--- config.mk ---
export PLATFORM = sky130hd
export DESIGN_NAME = vga_timing_gen
export DESIGN_NICKNAME = d
export VERILOG_FILES = /design/src/rtl/vga_timing_gen.sv
export SDC_FILE = /design/constraint.sdc
export NUM_CORES = 1
export LEC_CHECK = 0
export CORE_UTILIZATION = 35
export CTS_CLUSTER_DIAMETER = 60
export DETAILED_ROUTE_END_ITERATION = 8
export SLEW_MARGIN = 20
export SYNTH_ARGS = -nofsm -noshare
export SYNTH_HDL_FRONTEND = slang
export SYNTH_SLANG_ARGS = --single-unit
--- constraint.sdc ---
create_clock -name clk -period 2.77 [get_ports clk]
set_clock_uncertainty 0.05 [all_clocks]
set_input_delay 0.277 -clock clk [delete_from_list [all_inputs] [get_ports clk]]
set_output_delay 0.277 -clock clk [all_outputs]
set_load 0.01 [all_outputs]
--- src/rtl/vga_timing_gen.sv ---
// Raster timing generator: pixel coordinates, active-video flag and sync pulses.
// It advances one pixel per pix_en cycle, and every output is registered.
module vga_timing_gen #(
  parameter int H_ACTIVE = 640,
  parameter int H_FP     = 16,
  parameter int H_SYNC   = 96,
  parameter int H_BP     = 48,
  parameter int V_ACTIVE = 480,
  parameter int V_FP     = 10,
  parameter int V_SYNC   = 2,
  parameter int V_BP     = 33,
  parameter bit SYNC_POL = 1'b0
) (
  input  logic       clk,
  input  logic       rst_n,
  input  logic       pix_en,
  output logic [9:0] x,
  output logic [9:0] y,
  output logic       vde,
  output logic       hsync,
  output logic       vsync,
  output logic       line_start,
  output logic       frame_start
);

  localparam int H_TOTAL = H_ACTIVE + H_FP + H_SYNC + H_BP;
  localparam int V_TOTAL = V_ACTIVE + V_FP + V_SYNC + V_BP;

  generate
    if (H_TOTAL > 1024 || V_TOTAL > 1024) begin : g_total_chk
      $error("vga_timing_gen: H_TOTAL and V_TOTAL must not exceed 1024");
    end
  endgenerate

  localparam logic [9:0]  H_LAST   = 10'(H_TOTAL - 1);
  localparam logic [9:0]  V_LAST   = 10'(V_TOTAL - 1);
  localparam logic [10:0] H_ACT_W  = 11'(H_ACTIVE);
  localparam logic [10:0] V_ACT_W  = 11'(V_ACTIVE);
  localparam logic [10:0] HS_BEG   = 11'(H_ACTIVE + H_FP);
  localparam logic [10:0] HS_END   = 11'(H_ACTIVE + H_FP + H_SYNC);
  localparam logic [10:0] VS_BEG   = 11'(V_ACTIVE + V_FP);
  localparam logic [10:0] VS_END   = 11'(V_ACTIVE + V_FP + V_SYNC);

  logic [9:0] r_h_cnt;
  logic [9:0] r_v_cnt;
  logic [9:0] r_x;
  logic [9:0] r_y;
  logic       r_vde;
  logic       r_hsync;
  logic       r_vsync;
  logic       r_line_start;
  logic       r_frame_start;

  logic       w_h_wrap;
  logic [9:0] w_h_nxt;
  logic [9:0] w_v_nxt;
  logic       w_vde_nxt;
  logic       w_hs_nxt;
  logic       w_vs_nxt;
  logic       w_ls_nxt;
  logic       w_fs_nxt;

  // Next counter position, decoded ahead so outputs align with the new count.
  always_comb begin
    w_h_wrap = (r_h_cnt == H_LAST);
    w_h_nxt  = w_h_wrap ? 10'd0 : r_h_cnt + 10'd1;
    w_v_nxt  = r_v_cnt;
    if (w_h_wrap) begin
      w_v_nxt = (r_v_cnt == V_LAST) ? 10'd0 : r_v_cnt + 10'd1;
    end
    w_vde_nxt = ({1'b0, w_h_nxt} < H_ACT_W) && ({1'b0, w_v_nxt} < V_ACT_W);
    w_hs_nxt  = (({1'b0, w_h_nxt} >= HS_BEG) && ({1'b0, w_h_nxt} < HS_END))
                ? SYNC_POL : ~SYNC_POL;
    w_vs_nxt  = (({1'b0, w_v_nxt} >= VS_BEG) && ({1'b0, w_v_nxt} < VS_END))
                ? SYNC_POL : ~SYNC_POL;
    w_ls_nxt  = (w_h_nxt == 10'd0);
    w_fs_nxt  = (w_h_nxt == 10'd0) && (w_v_nxt == 10'd0);
  end

  // Counters rest on the last pixel so the first advance lands on (0,0).
  always_ff @(posedge clk) begin
    if (!rst_n) begin
      r_h_cnt       <= H_LAST;
      r_v_cnt       <= V_LAST;
      r_x           <= 10'd0;
      r_y           <= 10'd0;
      r_vde         <= 1'b0;
      r_hsync       <= ~SYNC_POL;
      r_vsync       <= ~SYNC_POL;
      r_line_start  <= 1'b0;
      r_frame_start <= 1'b0;
    end else if (pix_en) begin
      r_h_cnt       <= w_h_nxt;
      r_v_cnt       <= w_v_nxt;
      r_x           <= w_h_nxt;
      r_y           <= w_v_nxt;
      r_vde         <= w_vde_nxt;
      r_hsync       <= w_hs_nxt;
      r_vsync       <= w_vs_nxt;
      r_line_start  <= w_ls_nxt;
      r_frame_start <= w_fs_nxt;
    end else begin
      r_line_start  <= 1'b0;
      r_frame_start <= 1'b0;
    end
  end

  assign x           = r_x;
  assign y           = r_y;
  assign vde         = r_vde;
  assign hsync       = r_hsync;
  assign vsync       = r_vsync;
  assign line_start  = r_line_start;
  assign frame_start = r_frame_start;

endmodule

**After elaboration in Yosys (flattened, before gate mapping)**

Cells that the tools add are included.

- Bits in registers: 45
- Output and inout bits: 25
- Logic and storage cells: 31
- Bits of input ports: 3

- Reductions and logical operators: 7
- Muxes and demuxes: 5
- Magnitude comparators: 6
- Equality and inequality tests: 2
- Add/subtract/negate cells: 2

Operator list:

| operator | count |
|---|---|
| 10-bit two-way mux | 3 |
| 10-bit by 1-bit adder with 10-bit output (second input constant) | 2 |
| 10-bit == test (second input constant) | 2 |
| 10-bit logical NOT | 2 |
| 10-bit < comparator (second input constant) | 2 |
| 10-bit by 9-bit < comparator with 1-bit output (second input constant) | 2 |
| 10-bit >= comparator (second input constant) | 1 |
| 10-bit by 9-bit >= comparator with 1-bit output (second input constant) | 1 |
| 1-bit logical AND | 4 |
| 1-bit two-way mux | 2 |
| 2-bit AND reduction | 1 |

**Longest topological paths before layout**

Gate-level depths: netlist of the first run.

- Word-level depth: 6
- Gate-level depth with buffers: 10
- Mapped depth without buffers: 8

**Worst setup path before layout of the first run**

Ideal clock, no wire load.

- Path kind: flip-flop to flip-flop
- Start: reg r_h_cnt[0]
- End: reg r_frame_start, in the netlist frame_start
- Cell stages (with the launch flop): 10
- Data required time: 2633 ps
- Setup slack: 485 ps
- Setup time: 87 ps
- Period minus slack after synthesis: 2285 ps
- Arrival time: 2149 ps
- Buffers on the path: 2
- Cells stage by stage: dfxtp_1 > ha_1 > buf_2 > and4b_1 > and3_1 > buf_2 > a31oi_1 > or4_1 > or3_4 > nor4b_4

- Longest elaborated chain between the ends: 4
- Elaborated cells on any way between the ends: 7
- Those cells by class: add/sub: 1; eq/ne: 1; mux: 2; reduce/logical: 3

RTL lines:

| what | line | RTL |
|---|---|---|
| from (decl) | 44 | `logic [9:0] r_h_cnt;` |
| from (signal assigned) | 93 | `r_h_cnt <= w_h_nxt;` |
| 10-bit by 1-bit adder with 10-bit output / 10-bit == test (equally long branches) | 66, 65 |  |
| 10-bit two-way mux (on tied branches) | 66, 68 |  |
| 10-bit logical NOT | 77 | `w_fs_nxt = (w_h_nxt == 10'd0) && (w_v_nxt == 10'd0);` |
| 1-bit logical AND (*) | 77 |  |
| to (signal assigned) | 101 | `r_frame_start <= w_fs_nxt;` |
| to (decl) | 52 | `logic r_frame_start;` |

Mark *: on every way between the ends. The rest lies on a longest branch, timed or not.
A chain may end at the register's enable or synchronous reset.

**Worst setup path after layout of the first run**

Same ends and word-level chain as after synthesis.

==> results of run 1 <==
==> through the flow <==
stage / power (uW) / hold WS [ps] / cell area [um2]
detailed placement: 950 / 421 / 2320
global placement: 949 / 421 / 2320
global route: 1410 / 457 / 2410
floorplan: 845 / 353 / 2110
finish: 1330 / 438 / 2410
CTS: 1350 / 447 / 2410
==> sequential cells by signal (all words and copies together), names as in the netlist, 3 cells and up <==
| name | count |
|---|---|
| r_h_cnt | 10 |
| r_v_cnt | 10 |
| x | 7 |
| y | 3 |
==> how the worst max path moves through the flow <==
stage | to | slack (ps) | depth (start not counted) | start
CTS | frame_start$_SDFF_PN0_ | 360 | 7 | r_h_cnt[0]$_SDFFE_PN1P_
finish | frame_start$_SDFF_PN0_ | 350 | 7 | r_h_cnt[0]$_SDFFE_PN1P_
floorplan | frame_start$_SDFF_PN0_ | 480 | 9 | r_h_cnt[0]$_SDFFE_PN1P_
detailed placement | frame_start$_SDFF_PN0_ | 380 | 7 | r_h_cnt[0]$_SDFFE_PN1P_
global placement | frame_start$_SDFF_PN0_ | 450 | 7 | r_h_cnt[0]$_SDFFE_PN1P_
global route | frame_start$_SDFF_PN0_ | 140 | 7 | r_h_cnt[0]$_SDFFE_PN1P_
==> per-layer routing <==
layer | GRT usage (%) | share of wire (%) | vias to the layer above
met5 | 0 | 0 | -
met4 | 5.45 | 1.3 | 0
met3 | 3.43 | 4.4 | 4
met2 | 21.8 | 41 | 46
met1 | 24.3 | 53 | 837
li1 | - | - | 926
==> Yosys cell counts (4+ instances only) <==
cell type / count / area (um2)
a21boi_0: 8 / 60.1
a21oi_1: 10 / 50.1
a31oi_1: 4 / 25.0
and2_1: 7 / 43.8
and3_1: 7 / 43.8
buf_2: 4 / 20.0
buf_4: 10 / 75.1
clkbuf_1: 13 / 48.8
dfxtp_1: 35 / 701
inv_1: 8 / 30.0
nand2_1: 19 / 71.3
nand2b_1: 6 / 37.5
nand3_1: 15 / 75.1
nand4_1: 5 / 31.3
nor2_1: 10 / 37.5
nor2b_1: 5 / 31.3
nor3_1: 7 / 35.0
o21ai_0: 21 / 105
o31ai_1: 4 / 30.0
or3_1: 4 / 25.0
xnor2_1: 11 / 96.3
xor2_1: 4 / 35.0
==> power breakdown <==
part           switching (uW)  internal [uW]
Clock                     212            180
Sequential               48.4            541
Combinational             191            162
Total                     452            882
==> area by class of cell <==
type / instances / area, um2 / share of cell area, %
multi-input cells: 185 / 1190 / 49.4
clock inverters: 3 / 23.8 / 0.984
flip-flops and latches: 35 / 701 / 29.0
clock buffers: 5 / 68.8 / 2.85
well taps: 72 / 90.1 / 3.73
inverters: 8 / 30.0 / 1.24
repair buffers: 32 / 308 / 12.7
==> tightest hold or removal path, delay by kind of cell, from the launching register on <==
family,cells,cell delay [ps]
AOI/OAI and AO/OA,1,70
and+or+nand+nor,1,60
DFF,1,320
==> kinds of logic after synthesis <==
family | synth area share, %
simple gates | 29.2
compound gates | 18.4
buf+inv | 10.2
flops | 33.2
xor+xnor | 6.23
fa+ha+maj | 1.78
mux | 0.949
==> run metrics, run 1 <==
Die Y=79.6 um; Setup Viol. Count Final=0; most common cell after layout, fill and taps aside=dfxtp_1; vias in the first global route=1,593; FF-to-FF path depth=7; most frequent cells in the layout=35 x dfxtp_1, 27 x clkdlybuf4s50_1, 21 x o21ai_0, 19 x nand2_1, 15 x nand3_1; worst path cell trace=ha_1 -> and4b_1 -> and3_1 -> a31oi_1 -> or4_1 -> or3_4 -> nor4b_4; critical path class=reg -> reg; synthesized instance count=260; Yosys warnings=0; Synthesized Nets=266; share of layout cells above drive strength 1=7.84%; Top Ports=28; cts bufs inserted=5; Min-Delay Endpoint=x[0]$_SDFFE_PN0P_; Post-Place Cells=332; Reg clk slew, reported paths=80 ps; FILL cells=581; initial antenna violation count=0; clock sink total=35; CTS tree=built; WP buf/inv=0; Post-Layout Cell Count=340; fmax=414 MHz; DP HPWL=3210 um; first-pass GRT wire length=7910 um; asr flop ratio synth=0%; Vias/cell=5.33; Seq cells post-synth=35; H-Tree Depth=2; final design utilization=42.8%; Inserted Diodes=0; WL final=4760 um; Netlist cell types=50; clk root buf=clkbuf_8; CP top delay family=simple AND/OR/NAND/NOR gates; DRC violations left=0; static leakage=0.000861 uW; run status=finished, final reports clean; wire length per cell=14.0 um; register area share after synthesis=33.2%; RSZ-0062 raised after global routing=false; Antenna Violating Nets Remaining=0; pins over their slew limit=0; crit path max fanout=9; Startpoint Class=register; Final Hold Fails=0; largest net degree at the start of global routing=38; Cell Area, Synth=0.00211 mm2; Total GRT Usage=16.0%; worst hold stages=2; Crit. End Element=register; Min-Delay Path Class=reg -> reg; # hold bufs at CTS=0; router iterations before antenna repair=4; RR Endpoint=frame_start$_SDFF_PN0_; nets@finish=273; CP required=2940 ps; Sum Neg Setup Slack=0 ps; Main synth FF type=dfxtp_1; # port buffers=27; peak ir drop on the vdd network=0.265 mV; 1st-iter DRT viols=175; worst r2r src=r_h_cnt[0]$_SDFFE_PN1P_; Slew @ Worst Pin=649 ps; Clk Latency, worst-skew pair=300 ps; Starting Density=37.4%; Crit-path slowest cell=or4_1; Critical Path AT=2580 ps; Die X=79.6 um; area added between synthesis and finish=14.5%; Post-synth EDFFs=0; PostCTS Resize Cnt=0; routed vias=1,813; Post-CTS Setup Bufs=0; die footprint=0.00634 mm2; GP Congestion=0.829; Syn Area/Cell=8.11 um2; Final WS setup=352 ps; MaxCap Viol Count=0; Rows=27; Remaining Overflow, GRT=0; Core ar.=0.00564 mm2; CTS Buffer Depth=2; fin crit share=87.3%; min Tclk post-route=2420 ps; Max stage delay on crit path=410 ps; Slew headroom=56.3%; slack of the worst reg-to-reg path=350 ps; PD cells=553 mW/mm2; hold path startpoint=x[0]$_SDFFE_PN0P_; Place WS=382 ps
No activity file was read; power rests on OpenSTA's default activity.
==> inputs of run 2 (changes only) <==
--- a/config.mk
+++ b/config.mk
@@ -8,6 +8,7 @@
 export CORE_UTILIZATION = 35
 export CTS_CLUSTER_DIAMETER = 60
 export DETAILED_ROUTE_END_ITERATION = 8
+export GPL_TIMING_DRIVEN = 0
 export SLEW_MARGIN = 20
 export SYNTH_ARGS = -nofsm -noshare
 export SYNTH_HDL_FRONTEND = slang
==> run 2 against run 1 <==
Non-clock buffer count increased by 27. Global-route usage increased by 1.3 points. Sequential share of layout area decreased by 1.7 points. Hold slack improved by 0.66 ps. First-iteration DRC count decreased by 6.9%. Total power increased by 1.2%. Count of clock-buffer cells in the layout unchanged. Sequential power decreased by 3%. Routed wire length increased by 7.6%. Critical endpoint is now vde$_SDFFE_PN0P_.
==> run metrics, run 2 (synthesis gave the netlist of run 1 again) <==
run status=finished, final reports clean; 1st-iter DRT viols=163; Antenna Violating Nets Remaining=0; Die Y=79.6 um; initial antenna violation count=0; Max stage delay on crit path=390 ps; worst hold stages=2; Inserted Diodes=0; Post-Layout Cell Count=367; critical path class=reg -> reg; fin crit share=91.6%; pins over their slew limit=0; most common cell after layout, fill and taps aside=dfxtp_1; RSZ-0062 raised after global routing=false; Slew headroom=56.8%; share of layout cells above drive strength 1=11.5%; Final Hold Fails=0; FF-to-FF path depth=10; Core ar.=0.00564 mm2; Crit-path slowest cell=dfxtp_1; clock sink total=35; Sum Neg Setup Slack=0 ps; CP required=2910 ps; DRC violations left=0; worst path cell trace=ha_1 -> buf_2 -> and4b_1 -> and3_1 -> buf_2 -> clkbuf_1 -> o211ai_1 -> a21oi_1 -> a21oi_1 -> a32o_1; WL final=5120 um; GP Congestion=0.857; Place WS=254 ps; Reg clk slew, reported paths=90 ps; RR Endpoint=vde$_SDFFE_PN0P_; Vias/cell=5.40; MaxCap Viol Count=0; Die X=79.6 um; peak ir drop on the vdd network=0.220 mV; Setup Viol. Count Final=0; worst r2r src=r_h_cnt[0]$_SDFFE_PN1P_; Post-Place Cells=359; Starting Density=37.4%; Remaining Overflow, GRT=0; H-Tree Depth=2; Crit. End Element=register; Clk Latency, worst-skew pair=300 ps; Rows=27; routed vias=1,981; Min-Delay Path Class=reg -> reg; vias in the first global route=1,740; crit path max fanout=10; static leakage=0.000944 uW; Top Ports=28; die footprint=0.00634 mm2; Slew @ Worst Pin=643 ps; cts bufs inserted=5; largest net degree at the start of global routing=14; fmax=394 MHz; router iterations before antenna repair=4; first-pass GRT wire length=8560 um; hold path startpoint=x[1]$_SDFFE_PN0P_; most frequent cells in the layout=35 x dfxtp_1, 27 x clkdlybuf4s50_1, 20 x o21ai_0, 19 x nand2_1, 15 x nand3_1; PD cells=526 mW/mm2; Final WS setup=232 ps; Startpoint Class=register; Total GRT Usage=17.4%; Min-Delay Endpoint=x[1]$_SDFFE_PN0P_; nets@finish=300; wire length per cell=14.0 um; # port buffers=27; slack of the worst reg-to-reg path=230 ps; DP HPWL=3660 um; min Tclk post-route=2540 ps; CTS Buffer Depth=2; Post-CTS Setup Bufs=0; area added between synthesis and finish=21.7%; Critical Path AT=2670 ps; CTS tree=built; clk root buf=clkbuf_8
-- run 2: cell count changes in the layout (fill, tap and decap cells not counted), sizes merged --
| cell | delta |
|---|---|
| buf | +14 |
| clkbuf | +13 |
-- run 2: worst max-delay path: cells and delay by family, from the launching register on --
family / cells / cell delay, ps
fa+ha+maj: 1 / 150
flops: 1 / 390
buf+inv: 3 / 720
simple gates: 2 / 400
compound gates: 4 / 690
-- run 2: per-layer routing --
metal	vias up	routed length, um	track usage, %
li1	985	-	-
met1	931	2640	25.0
met2	61	2160	25.7
met3	4	269	3.20
met4	0	53	5.82
met5	-	0	0
-- run 2: layout make-up --
cell class	count	area, um2
buffer	32	185
clock buffer	5	68.8
clock inverter	3	23.8
fill	585	3070
inverter	8	30.0
multi-input combinational	185	1200
sequential	35	701
tap	72	90.1
timing repair buffer	27	270
-- run 2: worst max path at each step --
stage                             from                      end  slack (ps)  cells past startpoint
6_report       r_h_cnt[0]$_SDFFE_PN1P_         vde$_SDFFE_PN0P_         230                     10
5_1_grt        r_h_cnt[0]$_SDFFE_PN1P_  r_v_cnt[9]$_SDFFE_PN1P_          10                      9
4_1_cts        r_h_cnt[0]$_SDFFE_PN1P_   frame_start$_SDFF_PN0_         190                      9
3_5_place_dp   r_h_cnt[0]$_SDFFE_PN1P_   frame_start$_SDFF_PN0_         250                      9
3_3_place_gp   r_h_cnt[0]$_SDFFE_PN1P_   frame_start$_SDFF_PN0_         240                      9
2_1_floorplan  r_h_cnt[0]$_SDFFE_PN1P_   frame_start$_SDFF_PN0_         480                      9
-- run 2: through the flow --
step                      hold slack, ps  total power (uW)  util (%)  area [um2]
after global placement               423               960      43.8        2470
final                                439              1350      45.5        2570
after floorplan                      353               845         -        2110
after global routing                 464              1430      45.5        2570
after CTS                            442              1370      45.4        2560
after detailed placement             421               962      43.8        2470
-- run 2: power by group --
part | switching, uW | internal, uW | leakage (uW)
sequential | 29.5 | 541 | 0.000287
combinational | 220 | 167 | 0.000617
clock | 213 | 180 | 0.0000408
-- run 2: timing repair --
action	in CTS	in global routing
hold endpoints to repair	0	0
setup endpoints to repair	0	2
hold buffers	0	0
gates resized for setup	0	2
